`src/rtl/debug_pkg.sv`:
```
// Shared encodings and widths for the debug step controller.
package debug_pkg;

  typedef enum logic [1:0] {
    ST_RUN  = 2'd0,
    ST_HALT = 2'd1,
    ST_STEP = 2'd2
  } state_e;

  localparam int unsigned WORD_W      = 32;
  localparam int unsigned ADDR_W      = 7;
  localparam int unsigned IDX_W       = 5;
  localparam int unsigned DBG_SEL_BIT = 6;
  localparam int unsigned STEP_CNT_W  = 8;

  localparam logic [IDX_W-1:0] DBG_IDX_CYCLE = 5'd30;
  localparam logic [IDX_W-1:0] DBG_IDX_STEP  = 5'd31;

  // Pipeline advances in every state except HALT.
  function automatic logic state_advances(input state_e s);
    return (s == ST_RUN) || (s == ST_STEP);
  endfunction

endpackage

```
`src/rtl/sync_edge.sv`:
```
// Two-flop synchroniser for an asynchronous level, plus a one-cycle rising-edge pulse.
module sync_edge (
  input  logic clk,
  input  logic rst,
  input  logic async_i,
  output logic level,
  output logic pulse_c
);

  logic [2:0] sync_q;
  logic [2:0] sync_d;

  always_comb begin
    sync_d = {sync_q[1:0], async_i};
  end

  always_ff @(posedge clk) begin
    if (rst) begin
      sync_q <= '0;
    end else begin
      sync_q <= sync_d;
    end
  end

  // Stage 1 is the synchronised level; stage 2 only serves the edge detect.
  assign level   = sync_q[1];
  assign pulse_c = sync_q[1] & ~sync_q[2];

endmodule

```
`src/rtl/debug_step_ctrl.sv`:
```
// Run/halt/step gating of the core pipeline and the addressed debug word readback.
module debug_step_ctrl
  import debug_pkg::*;
#(
  parameter int unsigned NPROBE      = 16,
  parameter int unsigned STEP_CYCLES = 1
) (
  input  logic                     clk,
  input  logic                     rst,
  input  logic                     debug_en,
  input  logic                     debug_step,
  input  logic [ADDR_W-1:0]        debug_addr,
  output logic [IDX_W-1:0]         rf_raddr,
  input  logic [WORD_W-1:0]        rf_rdata,
  input  logic [WORD_W*NPROBE-1:0] probe_bus,
  output logic                     cpu_en,
  output logic                     halted,
  output logic [WORD_W-1:0]        debug_data
);

  localparam logic [STEP_CNT_W-1:0] STEP_LOAD = STEP_CNT_W'(STEP_CYCLES - 1);

  logic en_sync;
  logic step_pulse;
  logic en_pulse_unused;
  logic step_level_unused;
  logic unused_addr_bit;

  state_e                state_q,      state_d;
  logic [STEP_CNT_W-1:0] step_cnt_q,   step_cnt_d;
  logic                  cpu_en_q,     cpu_en_d;
  logic                  halted_q,     halted_d;
  logic [WORD_W-1:0]     cycle_cnt_q,  cycle_cnt_d;
  logic [WORD_W-1:0]     step_total_q, step_total_d;
  logic [WORD_W-1:0]     debug_data_q, debug_data_d;

  logic [IDX_W-1:0]  idx;
  logic [WORD_W-1:0] probe_word;

  sync_edge u_sync_en (
    .clk     (clk),
    .rst     (rst),
    .async_i (debug_en),
    .level   (en_sync),
    .pulse_c (en_pulse_unused)
  );

  sync_edge u_sync_step (
    .clk     (clk),
    .rst     (rst),
    .async_i (debug_step),
    .level   (step_level_unused),
    .pulse_c (step_pulse)
  );

  assign idx             = debug_addr[IDX_W-1:0];
  assign rf_raddr        = idx;
  assign unused_addr_bit = debug_addr[5];

  // Next state; step edges seen outside HALT are simply dropped.
  always_comb begin
    state_d      = state_q;
    step_cnt_d   = step_cnt_q;
    step_total_d = step_total_q;
    unique case (state_q)
      ST_RUN: begin
        if (en_sync) state_d = ST_HALT;
      end
      ST_HALT: begin
        if (!en_sync) begin
          state_d = ST_RUN;
        end else if (step_pulse) begin
          state_d      = ST_STEP;
          step_cnt_d   = STEP_LOAD;
          step_total_d = step_total_q + WORD_W'(1);
        end
      end
      ST_STEP: begin
        if (!en_sync) begin
          state_d = ST_RUN;
        end else if (step_cnt_q == '0) begin
          state_d = ST_HALT;
        end else begin
          step_cnt_d = step_cnt_q - STEP_CNT_W'(1);
        end
      end
      default: state_d = ST_RUN;
    endcase

    cpu_en_d    = state_advances(state_d);
    halted_d    = (state_d == ST_HALT);
    cycle_cnt_d = cycle_cnt_q + WORD_W'(cpu_en_q);
  end

  // Readback mux; counters are read before this cycle's increment.
  always_comb begin
    probe_word = '0;
    for (int unsigned k = 0; k < NPROBE; k++) begin
      if (idx == IDX_W'(k)) probe_word = probe_bus[WORD_W*k +: WORD_W];
    end

    if (!debug_addr[DBG_SEL_BIT]) begin
      debug_data_d = rf_rdata;
    end else if (idx == DBG_IDX_CYCLE) begin
      debug_data_d = cycle_cnt_q;
    end else if (idx == DBG_IDX_STEP) begin
      debug_data_d = step_total_q;
    end else begin
      debug_data_d = probe_word;
    end
  end

  always_ff @(posedge clk) begin
    if (rst) begin
      state_q      <= ST_RUN;
      step_cnt_q   <= '0;
      cpu_en_q     <= 1'b0;
      halted_q     <= 1'b0;
      cycle_cnt_q  <= '0;
      step_total_q <= '0;
      debug_data_q <= '0;
    end else begin
      state_q      <= state_d;
      step_cnt_q   <= step_cnt_d;
      cpu_en_q     <= cpu_en_d;
      halted_q     <= halted_d;
      cycle_cnt_q  <= cycle_cnt_d;
      step_total_q <= step_total_d;
      debug_data_q <= debug_data_d;
    end
  end

  assign cpu_en     = cpu_en_q;
  assign halted     = halted_q;
  assign debug_data = debug_data_q;

endmodule

```
`config.mk`:
```
export PLATFORM = sky130hd
export DESIGN_NAME = debug_step_ctrl
export DESIGN_NICKNAME = d
export VERILOG_FILES = /design/src/rtl/debug_pkg.sv /design/src/rtl/sync_edge.sv /design/src/rtl/debug_step_ctrl.sv
export SDC_FILE = /design/constraint.sdc
export NUM_CORES = 1
export LEC_CHECK = 0
export CAP_MARGIN = 20
export CORE_AREA = 3 3 232 234
export CTS_BUF_LIST = sky130_fd_sc_hd__clkbuf_2
export CTS_CLUSTER_SIZE = 20
export DETAILED_ROUTE_END_ITERATION = 16
export DIE_AREA = 0 0 235 237
export PLACE_DENSITY = 0.57
export SYNTH_ARGS = -nofsm -noshare
export SYNTH_HDL_FRONTEND = slang
export SYNTH_SLANG_ARGS = --single-unit
```
`constraint.sdc`:
```
create_clock -name clk -period 3.1 [get_ports clk]
set_input_delay 0.465 -clock clk [delete_from_list [all_inputs] [get_ports clk]]
set_output_delay 0.465 -clock clk [all_outputs]
set_load 0.01 [all_outputs]
```
==> out/qor.yml, run 1 <==
run_status:
  status: "finished, final reports clean"
synthesis:
  synth_cell_types: 90
  synth_ff_type: "dfxtp_1"
  async_flop_share_pct: 0
  synth_area_per_cell_um2: 7.346
  ys_ff_latch: 113
  ys_seq_area_share_pct: 21.21
  ys.warnings.count: 0
  synth_edf_count: 0
  synth_cells: 1452
  syn_nets: 2012
  netlist_area_um2: 10670
grt:
  grt_pass1_vias: 14440
  grt_pass1_wl_mm: 109.0
  grt_util_all_layers_pct: 26.87
  grt-ovfl-total: 0
  antenna_found_initial: 10
  grt_max_degree: 49
cells_and_area:
  drive_gt1_share_pct: 10.34
  stdcell_count: 2733
  final_area_um2: 17930
  layout_common_cells: "clkdlybuf4s50_1 (588), nor2_1 (159), dfxtp_1 (113), nand2_1 (105), nand3_1 (105)"
  area_growth_pct: 68.11
  nets: 2587
  layout.cells.most_common: "clkdlybuf4s50_1"
critical_path:
  crit_type: "flip-flop to output pin"
  critPathLaunchType: "flip-flop"
  worstPathRequired_ns: 2.63
  endpoint_kind: "output pin"
  worst-r2r-cell-count: 5
  cp_max_fo: 1
  cpLargestDelayFamily: "buffers and inverters"
  r2r_slack_ns: 0.80
  path_cells: "clkdlybuf4s50_1"
  r2r-end: "step_total_q[30]"
  worst_ep_arrival_time_ns: 2.03
  max_stage_delay_ns: 0.71
  crit_buf_inv: 1
  crit-reg2reg-launch: "step_total_q[4]"
  slowest_stage: "clkdlybuf4s50_1"
drt:
  vias: 14860
  wl_mm: 78.57
  drtPass1Iterations: 5
  drtIter0Drc: 1260
  wl_per_cell_um: 28.75
  ant_nets: 0
  drc: 0
  via_per_inst: 5.435
pwr:
  p_leak_nw: 6.272
  irDropWorstVdd_mv: 0.2102
  power_density_nw_per_um2: 247.9
sta:
  rsz0062_at_grt: "false"
  hold_viol: 0
  fin_worst_skew_ns: 0.05411
  period_needed_ns: 2.490
  final.setup.tns_ns: 0
  timing.final.crit_share_pct: 80.33
  hold-worst-slack_ns: 0.1419
  fmax_mhz: 401.6
  tightest_slew_ns: 0.8006
  finalMaxSlewViolations: 0
  setup_viol: 0
  slew_headroom_pct: 46.13
min_path:
  hold_depth: 3
  worstHoldStart: "rf_rdata[21]"
  hold_path_class: "primary input to flip-flop"
  holdPathEnd: "debug_data[21]"
placement:
  gp_congestion: 0.9755
  numPortBuffers: 592
  placed_cells: 2688
  dp_hpwl_mm: 65.26
  placed_area_um2: 17600
floorplan:
  coreArea_um2: 52240
  row_count: 84
  io_pins: 594
  die_width_um: 235
  initial_core_util_pct: 20.42
  dieArea_um2: 55700
  die_y_um: 237
cts:
  cts_sinks: 113
  htree_levels: 4
  cts_max_path_buffers: 2
  clk-insertion-delay-late_ns: 0.89
  tritoncts: "done"
  post_cts_buffers: 0
  clk_pin_slew_ns: 0.25
  cts_made_buffers: 17
  cts-root-buf: "clkbuf_2"
run:
  cap_violations: 0
[worst reg2reg max path: stages, from the launching register on]
cell     delay [ns]
dfxtp_1        0.50
and4_1         0.36
nand3_1        0.49
nor3_2         0.39
or3b_1         0.37
a21oi_1        0.14
[flip-flops by register name, indices dropped and copies added (netlist names)]
name,flops
cycle_cnt_q,32
debug_data,32
step_total_q,32
step_cnt_q,8
u_sync_step.sync_q,3
state_q,2
u_sync_en.sync_q,2
cpu_en,1
halted,1
[final cells by class]
cell class	count	area (um2)
repair buffers	701	6882
diodes	5	12.51
well taps	688	860.8
flip-flops and latches	113	2262
inverters	17	63.81
fillers	5547	34300
multi-input cells	1177	7612
clock inverters	15	152.6
clock buffers	17	85.08
[timing repair]
action,CTS,global route
hold buffers,8,0
endpoints found under the hold margin,24,0
gates resized for setup,0,0
[how the worst max path moves through the flow]
stage	from	end	slack, ns	depth (start not counted)
after floorplan	debug_addr[2]	debug_data[28]	1.03	7
after global placement	debug_addr[3]	debug_data[2]	0.04	8
after detailed placement	debug_addr[4]	debug_data[31]	0.05	8
after CTS	debug_data[12]	debug_data[12]	0.47	1
after global routing	debug_data[12]	debug_data[12]	0.51	1
final	debug_data[12]	debug_data[12]	0.61	1
[through the flow]
step                util [%]  worst slack [ns]  power, mW
floorplan                  -             1.035      2.144
global placement       33.70           0.04041      3.354
detailed placement     33.70           0.05025      3.349
CTS                    34.30            0.4671      4.498
global route           34.33            0.5066      4.643
finish                 34.33            0.6097      4.445
[cells in the mapped netlist (7+ instances only)]
cell       instances  area, um2
mux2_2            19      214.0
a211o_1            8      70.07
a221oi_1          15      131.4
nand3b_1          11      82.58
a21oi_1          100      500.5
nor2b_1           21      131.4
nor3_1            44      220.2
nand4_1           28      175.2
a31oi_1            8      50.05
nand2b_1          21      131.4
xnor2_1           42      367.9
buf_4             20      150.1
a2111oi_0         12      105.1
mux2i_1           38      380.4
a22oi_1           30      225.2
nor4_1            26      162.7
o21ai_0           56      280.3
inv_1             14      52.55
nor2_1           160      600.6
o22ai_1           48      300.3
a31o_2            11      96.34
o221a_2           13      146.4
xor2_1            17      148.9
o221ai_1          38      332.8
nand2_1          105      394.1
or3_1             10      62.56
and4_1            10      87.58
a221o_1           13      130.1
and2_1             7      43.79
nand3_1          105      525.5
o211ai_1          23      172.7
a211oi_1          10      75.07
buf_2             54      270.3
and3_1            15      93.84
clkbuf_1          59      221.5
dfxtp_1          113       2262
[report_power, final]
group / switching (mW) / internal, mW / leakage (nW) / total [mW]
Combinational: 0.808 / 1.01 / 5.21 / 1.82
Clock: 0.783 / 0.319 / 0.139 / 1.10
Sequential: 0.0238 / 1.50 / 0.919 / 1.52
[kinds of logic after synthesis]
logic type / synth area share, %
AND/OR/NAND/NOR: 28.62
XOR/XNOR: 4.845
multiplexers: 7.331
adder cells (fa/ha/maj): 0.5865
AO/OA/AOI/OAI: 29.67
flip-flops: 21.21
buffers and inverters: 7.742
[metal layers]
layer  wire length, um  vias up  GRT usage [%]
met5                32        -              0
met4              2082        4          7.995
met3              5563       90          5.579
met2             38020      788          45.64
met1             32870     7266          34.23
li1                  -     6707              -
Power figures use the tool's default switching activity.
==> run 2: changes to the inputs <==
- clock period: 3.1 -> 2.4 ns (I/O delays scaled with it)
==> run 2 against run 1 <==
Effect of this change:
- the flow now finishes with violations (negative setup slack)
- clock skew increased by 0.019 ns
- critical endpoint is now debug_data[8]
- sequential share of layout area down 0.64 points
- highest routed layer unchanged
- clock-buffer cell count is 3 higher
- power is 36% higher
- worst hold slack got worse by 0.056 ns
- non-clock buffer count grew 106
- clock power up 43%
- final cell count grew 4.0%
- critical path type is now primary input to flip-flop
==> out/qor.yml, run 2 (same netlist as run 1, synthesis figures left out) <==
floorplan:
  row_count: 84
  die_y_um: 237
  dieArea_um2: 55700
  die_width_um: 235
  io_pins: 594
  coreArea_um2: 52240
  initial_core_util_pct: 20.42
drt:
  drc: 0
  vias: 15220
  via_per_inst: 5.354
  wl_mm: 80.11
  ant_nets: 0
  drtPass1Iterations: 5
  drtIter0Drc: 1335
  wl_per_cell_um: 28.18
critical_path:
  cpLargestDelayFamily: "buffers and inverters"
  path_cells: "clkdlybuf4s50_1, buf_4, buf_4, or2_2, a221o_1, nor4_1, buf_4, o21ai_0, o211ai_1"
  cp_max_fo: 9
  crit_type: "primary input to flip-flop"
  critPathLaunchType: "primary input"
  worstPathRequired_ns: 3.13
  worst_ep_arrival_time_ns: 3.13
  max_stage_delay_ns: 0.73
  crit_buf_inv: 4
  endpoint_kind: "flip-flop"
  slowest_stage: "nor4_1"
  path_common_cell: "buf_4"
cells_and_area:
  drive_gt1_share_pct: 15.10
  nets: 2693
  fillers: 5542
  layout.cells.most_common: "clkdlybuf4s50_1"
  area_growth_pct: 77.17
  layout_common_cells: "clkdlybuf4s50_1 (587), buf_4 (192), nor2_1 (159), dfxtp_1 (112)"
pwr:
  irDropWorstVdd_mv: 0.2795
  combPwrFrac_pct: 41.3
  switching_power_mw: 2.006
  p_seq_share_pct: 32.7
  p_leak_nw: 6.866
  p_int_mw: 4.020
  p_total_mw: 6.026
  power_density_nw_per_um2: 318.9
  clkPwrFrac_pct: 26.0
  netSwitchingFraction_pct: 33.29
sta:
  fmax_mhz: 416.3
  fin_worst_skew_ns: 0.07268
  hold-worst-slack_ns: 0.08570
  finalMaxSlewViolations: 0
  period_needed_ns: 2.402
  rsz0062_at_grt: "false"
  timing.final.crit_share_pct: 100.1
  hold_viol: 0
  fin_ws_ns: -0.002219
  tightest_slew_ns: 0.8941
  setup_viol: 1
  slew_headroom_pct: 40.17
  final.setup.tns_ns: -0.002219
grt:
  grt-ovfl-total: 0
  grt_pass1_wl_mm: 112.1
  grt_max_degree: 56
  antenna_found_initial: 15
  grt_pass1_vias: 15200
  grt_util_all_layers_pct: 27.33
placement:
  numPortBuffers: 592
  dp_hpwl_mm: 67.72
  gp_congestion: 0.9850
cts:
  tritoncts: "done"
  cts_made_buffers: 17
  htree_levels: 4
  clk_pin_slew_ns: 0.25
  cts-root-buf: "clkbuf_2"
  cts_sinks: 113
  cts_max_path_buffers: 2
  clk-insertion-delay-late_ns: 0.80
run_status:
  violations: "negative setup slack"
  status: "finished with violations"
min_path:
  hold_path_class: "primary input to flip-flop"
run:
  cap_violations: 0
## run 2: cell types whose count changed in the layout (fill, tap and decap cells not counted), sizes merged
cell and change:
clkdlybuf4s50 -1, clkinv -3, clkinvlp +2, dlygate4sd3 -7
inv -6, diode +5, buf +113, clkbuf +3
bufinv +3, dlygate4sd2 +1
## run 2: layout make-up
class / count / area [um2] / area share, %
Timing Repair Buffer: 807 / 7809 / 41.32
Multi-Input combinational cell: 1177 / 7612 / 40.28
Sequential cell: 113 / 2263 / 11.98
Tap cell: 688 / 860.8 / 4.555
Clock inverter: 11 / 163.9 / 0.8673
Clock buffer: 20 / 100.1 / 0.5297
Inverter: 17 / 63.81 / 0.3377
Antenna cell: 10 / 25.02 / 0.1324
## run 2: per-layer routing
layer	global-route usage [%]	wire length, um
met5	0	83
met4	4.378	907
met3	5.975	6264
met2	48.00	39690
met1	34.80	33160
## run 2: worst register-to-register path, cell delays in order, from the launching register on
cell and delay (ns):
dfxtp_1 0.54, and4_1 0.33, nand4_1 0.17, or4_4 0.58
or3_1 0.36, a21oi_1 0.14
## run 2: final timing paths
kind	startpoint	endpoint	slack (ns)	cells after the start
worst min-delay path	debug_addr[0]	debug_data[17]	0.09	4
worst max register to register	cycle_cnt_q[22]	cycle_cnt_q[31]	0.20	5
worst min register to register	u_sync_en.sync_q[0]	u_sync_en.sync_q[1]	0.42	1
worst max-delay path	debug_addr[4]	debug_data[8]	-0.002	9
## run 2: stage by stage
stage | instances | cell area (um2) | utilization [%] | setup slack (ns)
after detailed placement | 2801 | 18600 | 35.61 | -0.7652
after CTS | 2833 | 18870 | 36.13 | 0.01678
final | 2843 | 18900 | 36.18 | -0.002219
after global routing | 2839 | 18890 | 36.16 | 0.04031
after global placement | 2801 | 18600 | 35.61 | -0.7402
after floorplan | 1452 | 10670 | - | 0.4398
## run 2: timing repair
item	4_1_cts	5_1_grt
endpoints found under the hold margin	3	0
hold buffers	1	0
endpoints found under the setup margin	2	0
gates resized for setup	2	0
buffers inserted	0	0
## run 2: power by group through the flow
stage	sequential, mW	combinational (mW)	clock (mW)
2_1_floorplan	2.01	0.757	0
3_3_place_gp	2.02	2.47	0
3_5_place_dp	2.01	2.46	0
4_1_cts	1.98	2.47	1.61
5_1_grt	1.98	2.61	1.66
6_report	1.97	2.49	1.57
==> run 3: changes to the inputs <==
- ABC_CLOCK_PERIOD_IN_PS: unset -> 2400
==> results of run 3 <==
The final DEF is identical to that of run 2; final timing and power are the same.
